--- src/rtl/ifid_queue_pkg.sv ---
// Shared types for the IF/ID decoupling queue: the buffered entry layout and
// the bubble instruction presented to decode while the queue is empty.
package ifid_queue_pkg;

  localparam int IFID_XLEN = 32;

  // addi x0,x0,0
  localparam logic [IFID_XLEN-1:0] NOP_INSTR = 32'h0000_0013;

  typedef struct packed {
    logic [IFID_XLEN-1:0] pc;
    logic [IFID_XLEN-1:0] pc_plus4;
    logic [IFID_XLEN-1:0] instr;
  } ifid_entry_t;

endpackage

--- src/rtl/ifid_queue_if.sv ---
// IF/ID boundary bundle: fetch-side push channel, decode-side pop channel,
// the branch kill and the occupancy debug output.
interface ifid_queue_if
  import ifid_queue_pkg::*;
#(
  parameter int DEPTH = 2
) ();

  localparam int CW = $clog2(DEPTH) + 1;

  // Handshake: an entry moves on a clock edge where valid and ready are both
  // high and flush is low; neither ready depends combinationally on its valid.
  logic                 fetch_valid;
  logic [IFID_XLEN-1:0] instruction_IFID_in;
  logic [IFID_XLEN-1:0] PC_IFID_in;
  logic [IFID_XLEN-1:0] PC_plus4_IFID_in;
  logic                 fetch_ready;
  logic                 flush;
  logic                 id_ready;
  logic                 valid_IFID_out;
  logic [IFID_XLEN-1:0] instruction_IFID_out;
  logic [IFID_XLEN-1:0] PC_IFID_out;
  logic [IFID_XLEN-1:0] PC_plus4_IFID_out;
  logic [CW-1:0]        count_IFID;

  modport master (
    output fetch_valid, instruction_IFID_in, PC_IFID_in, PC_plus4_IFID_in,
    output flush, id_ready,
    input  fetch_ready, valid_IFID_out, instruction_IFID_out,
    input  PC_IFID_out, PC_plus4_IFID_out, count_IFID
  );

  modport slave (
    input  fetch_valid, instruction_IFID_in, PC_IFID_in, PC_plus4_IFID_in,
    input  flush, id_ready,
    output fetch_ready, valid_IFID_out, instruction_IFID_out,
    output PC_IFID_out, PC_plus4_IFID_out, count_IFID
  );

endinterface

--- src/rtl/ifid_queue.sv ---
// Flat FIFO between fetch and decode; a taken branch (flush) empties it and an
// empty queue presents a NOP bubble with zeroed PCs.
module ifid_queue
  import ifid_queue_pkg::*;
#(
  parameter int                   DEPTH    = 2,
  parameter logic [IFID_XLEN-1:0] NOP_WORD = NOP_INSTR
) (
  input logic         clk,
  input logic         rst_n,
  ifid_queue_if.slave bus
);

  localparam int PW = $clog2(DEPTH);
  localparam int CW = PW + 1;

  ifid_entry_t   mem [DEPTH];
  ifid_entry_t   head;
  logic [PW-1:0] wr_ptr;
  logic [PW-1:0] rd_ptr;
  logic [CW-1:0] count;
  logic          full;
  logic          empty;
  logic          push;
  logic          pop;

  // Ready and valid come from the registered count only, so id_ready never
  // reaches fetch_ready combinationally and a full queue ignores input even
  // when a pop happens in the same cycle.
  assign full  = (count == CW'(DEPTH));
  assign empty = (count == '0);
  assign push  = bus.fetch_valid & ~full & ~bus.flush;
  assign pop   = ~empty & bus.id_ready & ~bus.flush;

  always_ff @(posedge clk or negedge rst_n) begin
    if (!rst_n) begin
      wr_ptr <= '0;
      rd_ptr <= '0;
      count  <= '0;
    end else if (bus.flush) begin
      wr_ptr <= '0;
      rd_ptr <= '0;
      count  <= '0;
    end else begin
      if (push) wr_ptr <= wr_ptr + PW'(1);
      if (pop)  rd_ptr <= rd_ptr + PW'(1);
      count <= count + CW'(push) - CW'(pop);
    end
  end

  // Payload storage needs no reset: an empty queue masks it at the outputs.
  always_ff @(posedge clk) begin
    if (push) begin
      mem[wr_ptr] <= '{pc:       bus.PC_IFID_in,
                       pc_plus4: bus.PC_plus4_IFID_in,
                       instr:    bus.instruction_IFID_in};
    end
  end

  assign head = mem[rd_ptr];

  assign bus.fetch_ready          = ~full;
  assign bus.valid_IFID_out       = ~empty;
  assign bus.instruction_IFID_out = empty ? NOP_WORD : head.instr;
  assign bus.PC_IFID_out          = empty ? '0 : head.pc;
  assign bus.PC_plus4_IFID_out    = empty ? '0 : head.pc_plus4;
  assign bus.count_IFID           = count;

endmodule
--- src/flat_wrapper.sv ---
// flat-port wrapper written by rule: the top's interface ports become plain ports
module ifid_queue_flat import ifid_queue_pkg::*;
#(
  parameter int                   DEPTH    = 2,
  parameter logic [IFID_XLEN-1:0] NOP_WORD = NOP_INSTR
)
  (clk, rst_n, bus_fetch_valid, bus_instruction_IFID_in, bus_PC_IFID_in, bus_PC_plus4_IFID_in, bus_flush, bus_id_ready, bus_fetch_ready, bus_valid_IFID_out, bus_instruction_IFID_out, bus_PC_IFID_out, bus_PC_plus4_IFID_out, bus_count_IFID);
  ifid_queue_if #(.DEPTH(DEPTH)) bus_i ();
  input logic clk;
  input logic rst_n;
  input wire logic [$bits(bus_i.fetch_valid)-1:0] bus_fetch_valid;
  input wire logic [$bits(bus_i.instruction_IFID_in)-1:0] bus_instruction_IFID_in;
  input wire logic [$bits(bus_i.PC_IFID_in)-1:0] bus_PC_IFID_in;
  input wire logic [$bits(bus_i.PC_plus4_IFID_in)-1:0] bus_PC_plus4_IFID_in;
  input wire logic [$bits(bus_i.flush)-1:0] bus_flush;
  input wire logic [$bits(bus_i.id_ready)-1:0] bus_id_ready;
  output wire logic [$bits(bus_i.fetch_ready)-1:0] bus_fetch_ready;
  output wire logic [$bits(bus_i.valid_IFID_out)-1:0] bus_valid_IFID_out;
  output wire logic [$bits(bus_i.instruction_IFID_out)-1:0] bus_instruction_IFID_out;
  output wire logic [$bits(bus_i.PC_IFID_out)-1:0] bus_PC_IFID_out;
  output wire logic [$bits(bus_i.PC_plus4_IFID_out)-1:0] bus_PC_plus4_IFID_out;
  output wire logic [$bits(bus_i.count_IFID)-1:0] bus_count_IFID;
  assign bus_i.fetch_valid = bus_fetch_valid;
  assign bus_i.instruction_IFID_in = bus_instruction_IFID_in;
  assign bus_i.PC_IFID_in = bus_PC_IFID_in;
  assign bus_i.PC_plus4_IFID_in = bus_PC_plus4_IFID_in;
  assign bus_i.flush = bus_flush;
  assign bus_i.id_ready = bus_id_ready;
  assign bus_fetch_ready = bus_i.fetch_ready;
  assign bus_valid_IFID_out = bus_i.valid_IFID_out;
  assign bus_instruction_IFID_out = bus_i.instruction_IFID_out;
  assign bus_PC_IFID_out = bus_i.PC_IFID_out;
  assign bus_PC_plus4_IFID_out = bus_i.PC_plus4_IFID_out;
  assign bus_count_IFID = bus_i.count_IFID;
  ifid_queue #(.DEPTH(DEPTH), .NOP_WORD(NOP_WORD)) u_core (.clk(clk), .rst_n(rst_n), .bus(bus_i));
endmodule
--- config.mk ---
export PLATFORM = sky130hd
export DESIGN_NAME = ifid_queue_flat
export DESIGN_NICKNAME = d
export VERILOG_FILES = /design/src/rtl/ifid_queue_pkg.sv /design/src/rtl/ifid_queue_if.sv /design/src/rtl/ifid_queue.sv /design/src/flat_wrapper.sv
export SDC_FILE = /design/constraint.sdc
export NUM_CORES = 1
export LEC_CHECK = 0
export ABC_CLOCK_PERIOD_IN_PS = 11400
export CORE_ASPECT_RATIO = 1.25
export CORE_MARGIN = 2
export CORE_UTILIZATION = 52
export CTS_BUF_LIST = sky130_fd_sc_hd__clkbuf_16
export DETAILED_ROUTE_END_ITERATION = 12
export PLACE_DENSITY = 0.89
export RECOVER_POWER = 50
export SYNTH_ARGS = -nofsm -noshare
export SYNTH_HDL_FRONTEND = slang
export SYNTH_SLANG_ARGS = --single-unit
--- constraint.sdc ---
create_clock -name clk -period 11.4 [get_ports clk]
set_clock_uncertainty 0.05 [all_clocks]
set_input_delay 2.85 -clock clk [delete_from_list [all_inputs] [get_ports clk]]
set_output_delay 2.85 -clock clk [all_outputs]
set_load 0.02 [all_outputs]
Word level (Yosys, flattened, before mapping)
Memory sizes are Yosys's and may differ from the RTL's.
Index checks and enable logic that the tools add are counted.
- memories: 1
- input port bits: 101
- register bits: 4
- memory bits (writable): 192
- output and inout bits: 100
- logic and storage cells: 29
- equality and inequality tests: 1
- bitwise operators: 7
- add/subtract/negate cells: 4
- reductions and logical operators: 3
- mux-type cells: 10
- memory list (name ; words ; width ; rd ports ; clocked after memory_dff ; wr ports ; RTL line ; source):
    u_core.mem ; 2 ; 96 ; 1 ; 0 ; 1 ; ifid_queue.sv:17 ; ifid_entry_t mem [DEPTH];
- operator list (operator ; count):
    $mux W32 ; 3
    $mux W1 ; 6
    $and A1 B1 Y1 ; 4
    $reduce_bool A2 Y1 ; 2
    $not A1 Y1 ; 3
    $add A1 B1 Y1 const B ; 2
    $add A2 B1 Y2 ; 1
    $eq A2 B2 Y1 const B ; 1
    $logic_not A2 Y1 ; 1
    $mux W2 ; 1
    $sub A2 B1 Y2 ; 1

Longest topological paths before layout
- depth in word-level cells: 7
- gate-level depth with buffers: 8
- depth with buffers taken out: 8

Worst setup path before layout
No wires, ideal clock.
- path kind: input -> register
- from: input bus_flush
- to: memory u_core.mem[0][0] (netlist name) (enable)
- setup time: 0.670 ns
- buffers on the path: 0
- cell stages on the path: 1
- path slack: 1.181 ns
- required time: 10.680 ns
- arrival: 9.499 ns
- cells stage by stage: nor3_1
- longest elaborated chain between the ends: 4
- RTL lines (what ; RTL line ; source):
    start: declaration ; flat_wrapper.sv:15 ; input wire logic [$bits(bus_i.flush)-1:0] bus_flush;
    $not A1 Y1 ; ifid_queue.sv:32 ; assign push = bus.fetch_valid & ~full & ~bus.flush;
    $and A1 B1 Y1 ; ifid_queue.sv:32 ;
    $mux W1 ; ifid_queue.sv:53 ; if (push) begin
    $mux W1 (not written as such) ; ifid_queue.sv:54 ; mem[wr_ptr] <= '{pc: bus.PC_IFID_in,
    end: declaration ; ifid_queue.sv:17 ;
Every way passes these cells.

Final worst setup path
- from: register u_core.rd_ptr
- to: output bus_instruction_IFID_out[6]
- longest elaborated chain between the ends: 2
- RTL lines (what ; RTL line ; source):
    start: declaration ; ifid_queue.sv:20 ; logic [PW-1:0] rd_ptr;
    start signal: assignment ; ifid_queue.sv:46 ; if (pop) rd_ptr <= rd_ptr + PW'(1);
    $mem_v2 Z2 W96 ; - ;
    $mux W32 ; ifid_queue.sv:64 ; assign bus.instruction_IFID_out = empty ? NOP_WORD : head.instr;
    end: declaration ; flat_wrapper.sv:19 ; output wire logic [$bits(bus_i.instruction_IFID_out)-1:0] bus_instruction_IFID_out;
Every way passes these cells.

==> results.env <==
HP_CLASS='reg -> reg'
FINAL_CORE_UTIL_PCT=71.5
FIN_CELLS=828
POST_SYNTH_MAIN_AREA_CONTRIBUTORS='sky130_fd_sc_hd__edfxtp_1 77%, sky130_fd_sc_hd__mux2i_1 13%, sky130_fd_sc_hd__nor2_1 4.8%'
P_PER_AREA_nW_PER_UM2=189
TRACK_USAGE_PCT=19.8
LAYOUT.CELL_AREA.NON_FILLER_SQ_UM=10200
DESIGN.PORTCOUNT=201
SYN_STD_CELL_AREA_SQ_UM=7520
WORST_CASE_VDD_IR_DROP_mV=0.119
CELLLEAKAGEPOWER_nW=3.40
ANTENNA_FOUND_INITIAL=2
TOTAL_CLOCK_BUFFERS_CREATED_BY_CTS=17
STATUS='finished with violations'
WORST_PATH_MAX_DELAY_CELL='sky130_fd_sc_hd__dfrtp_4'
CAP_VIOLATIONS=1
CP_DELAY_BY_FAMILY_TOP='buffers and inverters'
POSTPLACECELLAREA_SQ_UM=9610
MAX_FREQ_MHz=164
SYNTH_TOP_AREA_SHARE_PCT=76.7
SETUP_VIOL_COUNT_FINAL=0
INITIAL_CORE_UTIL_PCT=52.6
GR-TOTAL-OVERFLOW=0
POSTCTSSETUPBUFFERS=0
CP-END-KIND='output port'
DIE_AREA_SQ_UM=15400
ARRIVAL_NS=3.21
CRIT_REQUIRED_NS=8.50
VIA_DENSITY=5.15
WL_PER_CELL_UM=18.0
GPL.FINAL_WEIGHTED_CONGESTION=0.749
TOP_REG_CELL_SYNTH='sky130_fd_sc_hd__edfxtp_1'
CORE_SQ_UM=14300
DETAILEDPLACE.WORSTSLACK_NS=5.72
SYNTH_EDF_COUNT=192
SYNTHARSTFLOPSHARE_PCT=2.04
CLOCK_TREE_FROM_TRITONCTS='yes'
HOLD_BUFS_INSERTED_AFTER_CTS=0
LARGEST_NET_DEGREE_AT_THE_START_OF_GLOBAL_ROUTING=61
FILLER_CELL_COUNT=922
SYN-MEAN-INSTANCE-AREA_SQ_UM=17.4
POST-ROUTE-DRC-COUNT=0
FIN_WS_NS=5.29
RSZ0062_AT_GRT='false'
WHS_NS=0.585
NUM_ROWS=49
CRIT_FANOUT=54
VIAS_IN_THE_FIRST_GLOBAL_ROUTE=4620
POST_ROUTE_CELLS_DRIVE_ABOVE_1_SHARE_PCT=6.17
FINALWIRELENGTH_UM=14900
TMIN_FINAL_NS=6.11
DIE_H_UM=138
YS_WARN_COUNT=0
CLK-INSERTION-DELAY-LATE_NS=0.42
TIMING_WORST_SLEW_PIN_VALUE_NS=2.67
NORMALIZED_MAX_SLEW_MARGIN_PCT=-78.2
SYN_TO_FINAL_GROWTH_PCT=36.0
DETAILEDROUTE.FIRSTITERATIONVIOLATIONS=199
TIMING.FINAL.CRIT_SHARE_PCT=53.6
SYNTH-SEQ-AREA-SHARE_PCT=78.0
TIMING.FINAL.HOLD_VIOLATIONS=0
TIMING.FINAL.MAX_SLEW_VIOLATIONS=48
FIN_TNS_SETUP_NS=0
VIAS_POST_DR=4266
TIMING.SETUP.CRITICAL_PATH_CLASS='reg -> out'
LEVEL_COUNT_OF_THE_CLOCK_H_TREE=4
FAILING_CHECKS='capacitance limit, slew limit'
CTS.REPORTEDPATHS.CLKPINSLEW_NS=0.07
CRIT_PATH_CELL_CHAIN='buf_4 -> mux2i_1 -> nor2_1 -> clkdlybuf4s50_1'
CRITICAL_PATH.MAX_STAGE_DELAY_NS=0.92
PLACED_CELLS_INCL_TAPS=794
FINALNETCOUNT=738
CTS.SINK_COUNT=196
DIE_WIDTH_UM=112
CTS-RESIZED-GATES=0
SYN-NUM-NETS=535
DP_WIRELENGTH_UM=10100
WORST_SETUP_PATH_START_KIND='register'
DRTPASS1ITERATIONS=4
CTS_ROOT_BUF='sky130_fd_sc_hd__clkbuf_16'
LONGEST_CLK_PATH_BUFS=2
ANT_NETS=0
REPORT.POWER.TOTAL_mW=1.94
POSTSYNTHCELLCOUNT=432
CRITICAL_PATH.N_BUFFERS_INVERTERS=2
NUMPORTBUFFERS=200
YOSYS.CELL_TYPES.COUNT=22
YOSYSMOSTFREQUENTCELL='sky130_fd_sc_hd__edfxtp_1'
SYNTH_SEQ_CELLS=196
REG2REG_SLACK_NS=7.96
SYNTH_AREA_LEADER_CELL='sky130_fd_sc_hd__edfxtp_1'
GRT_PASS1_WL_UM=23400
NETLIST_TOP_CELLS_COUNT='192 x sky130_fd_sc_hd__edfxtp_1, 97 x sky130_fd_sc_hd__nor2_1, 96 x sky130_fd_sc_hd__mux2i_1'
-- power breakdown --
| part | switching (mW) | internal [mW] |
|---|---|---|
| logic | 0.249 | 0.211 |
| registers | 0.0267 | 0.837 |
| clock network | 0.275 | 0.336 |
| total | 0.551 | 1.38 |
-- cells in the final DEF, fill, tap and decap left out, types with 2 or more instances in the layout --
| master | n |
|---|---|
| sky130_fd_sc_hd__buf_4 | 4 |
| sky130_fd_sc_hd__bufinv_16 | 2 |
| sky130_fd_sc_hd__clkbuf_16 | 17 |
| sky130_fd_sc_hd__clkdlybuf4s50_1 | 102 |
| sky130_fd_sc_hd__clkinv_4 | 2 |
| sky130_fd_sc_hd__dfrtp_1 | 3 |
| sky130_fd_sc_hd__diode_2 | 2 |
| sky130_fd_sc_hd__dlygate4sd3_1 | 98 |
| sky130_fd_sc_hd__edfxtp_1 | 192 |
| sky130_fd_sc_hd__ha_1 | 2 |
| sky130_fd_sc_hd__inv_1 | 4 |
| sky130_fd_sc_hd__inv_6 | 4 |
| sky130_fd_sc_hd__inv_8 | 5 |
| sky130_fd_sc_hd__mux2i_1 | 96 |
| sky130_fd_sc_hd__nand2_1 | 4 |
| sky130_fd_sc_hd__nor2_1 | 97 |
| sky130_fd_sc_hd__nor3_1 | 2 |
| sky130_fd_sc_hd__xor2_1 | 2 |
-- registers in the layout (all words and copies together) (netlist names) --
| name | count |
|---|---|
| u_core.bus.count_IFID | 2 |
| u_core.mem | 192 |
| u_core.rd_ptr | 1 |
| u_core.wr_ptr | 1 |
-- kinds of logic (layout without fill, tap and decap cells) --
group / count (synthesis) / count (layout) / synth area share [%]
AO/OA/AOI/OAI: 2 / 2 / 0.183
XOR/XNOR: 2 / 2 / 0.233
adder cells (fa/ha/maj): 2 / 2 / 0.333
buffers and inverters: 25 / 241 / 2.66
flip-flops: 196 / 196 / 78.0
multiplexers: 96 / 96 / 12.8
other: 0 / 2 / 0
AND/OR/NAND/NOR: 109 / 109 / 5.76
-- routing by layer --
metal	track usage, %	part of all wire, %	up-vias
li1	-	-	2006
met1	21.1	37	2075
met2	36.4	55	157
met3	5.52	5.4	28
met4	8.45	2.1	0
met5	0	0	-
-- layout make-up --
| cell class | count | area (sq um) | share of cell area, % |
|---|---|---|---|
| Multi-Input combinational cell | 211 | 1460 | 14.3 |
| Clock buffer | 17 | 425 | 4.16 |
| Timing Repair Buffer | 205 | 2040 | 19.9 |
| Tap cell | 178 | 223 | 2.18 |
| Sequential cell | 196 | 5870 | 57.4 |
| Inverter | 4 | 15.0 | 0.147 |
| Clock inverter | 15 | 189 | 1.85 |
| Antenna cell | 2 | 5.00 | 0.0490 |
-- path summary, 6_finish.rpt --
check / start / to / cells past startpoint
setup / recovery: u_core.rd_ptr / bus_instruction_IFID_out[6] / 4
hold / removal: u_core.wr_ptr / u_core.wr_ptr / 2
setup reg to reg: u_core.bus.count_IFID[0] / u_core.mem[0][95] / 4
hold reg to reg: u_core.wr_ptr / u_core.wr_ptr / 2
max in group asynchronous: rst_n / u_core.rd_ptr / 1
min in group asynchronous: rst_n / u_core.bus.count_IFID[0] / 1
-- worst min-delay path, stage by stage (launching register included) --
cell,delay [ns]
sky130_fd_sc_hd__dfrtp_1,0.40
sky130_fd_sc_hd__inv_1,0.08
sky130_fd_sc_hd__a22o_1,0.13
No activity file was read; power rests on OpenSTA's default activity.
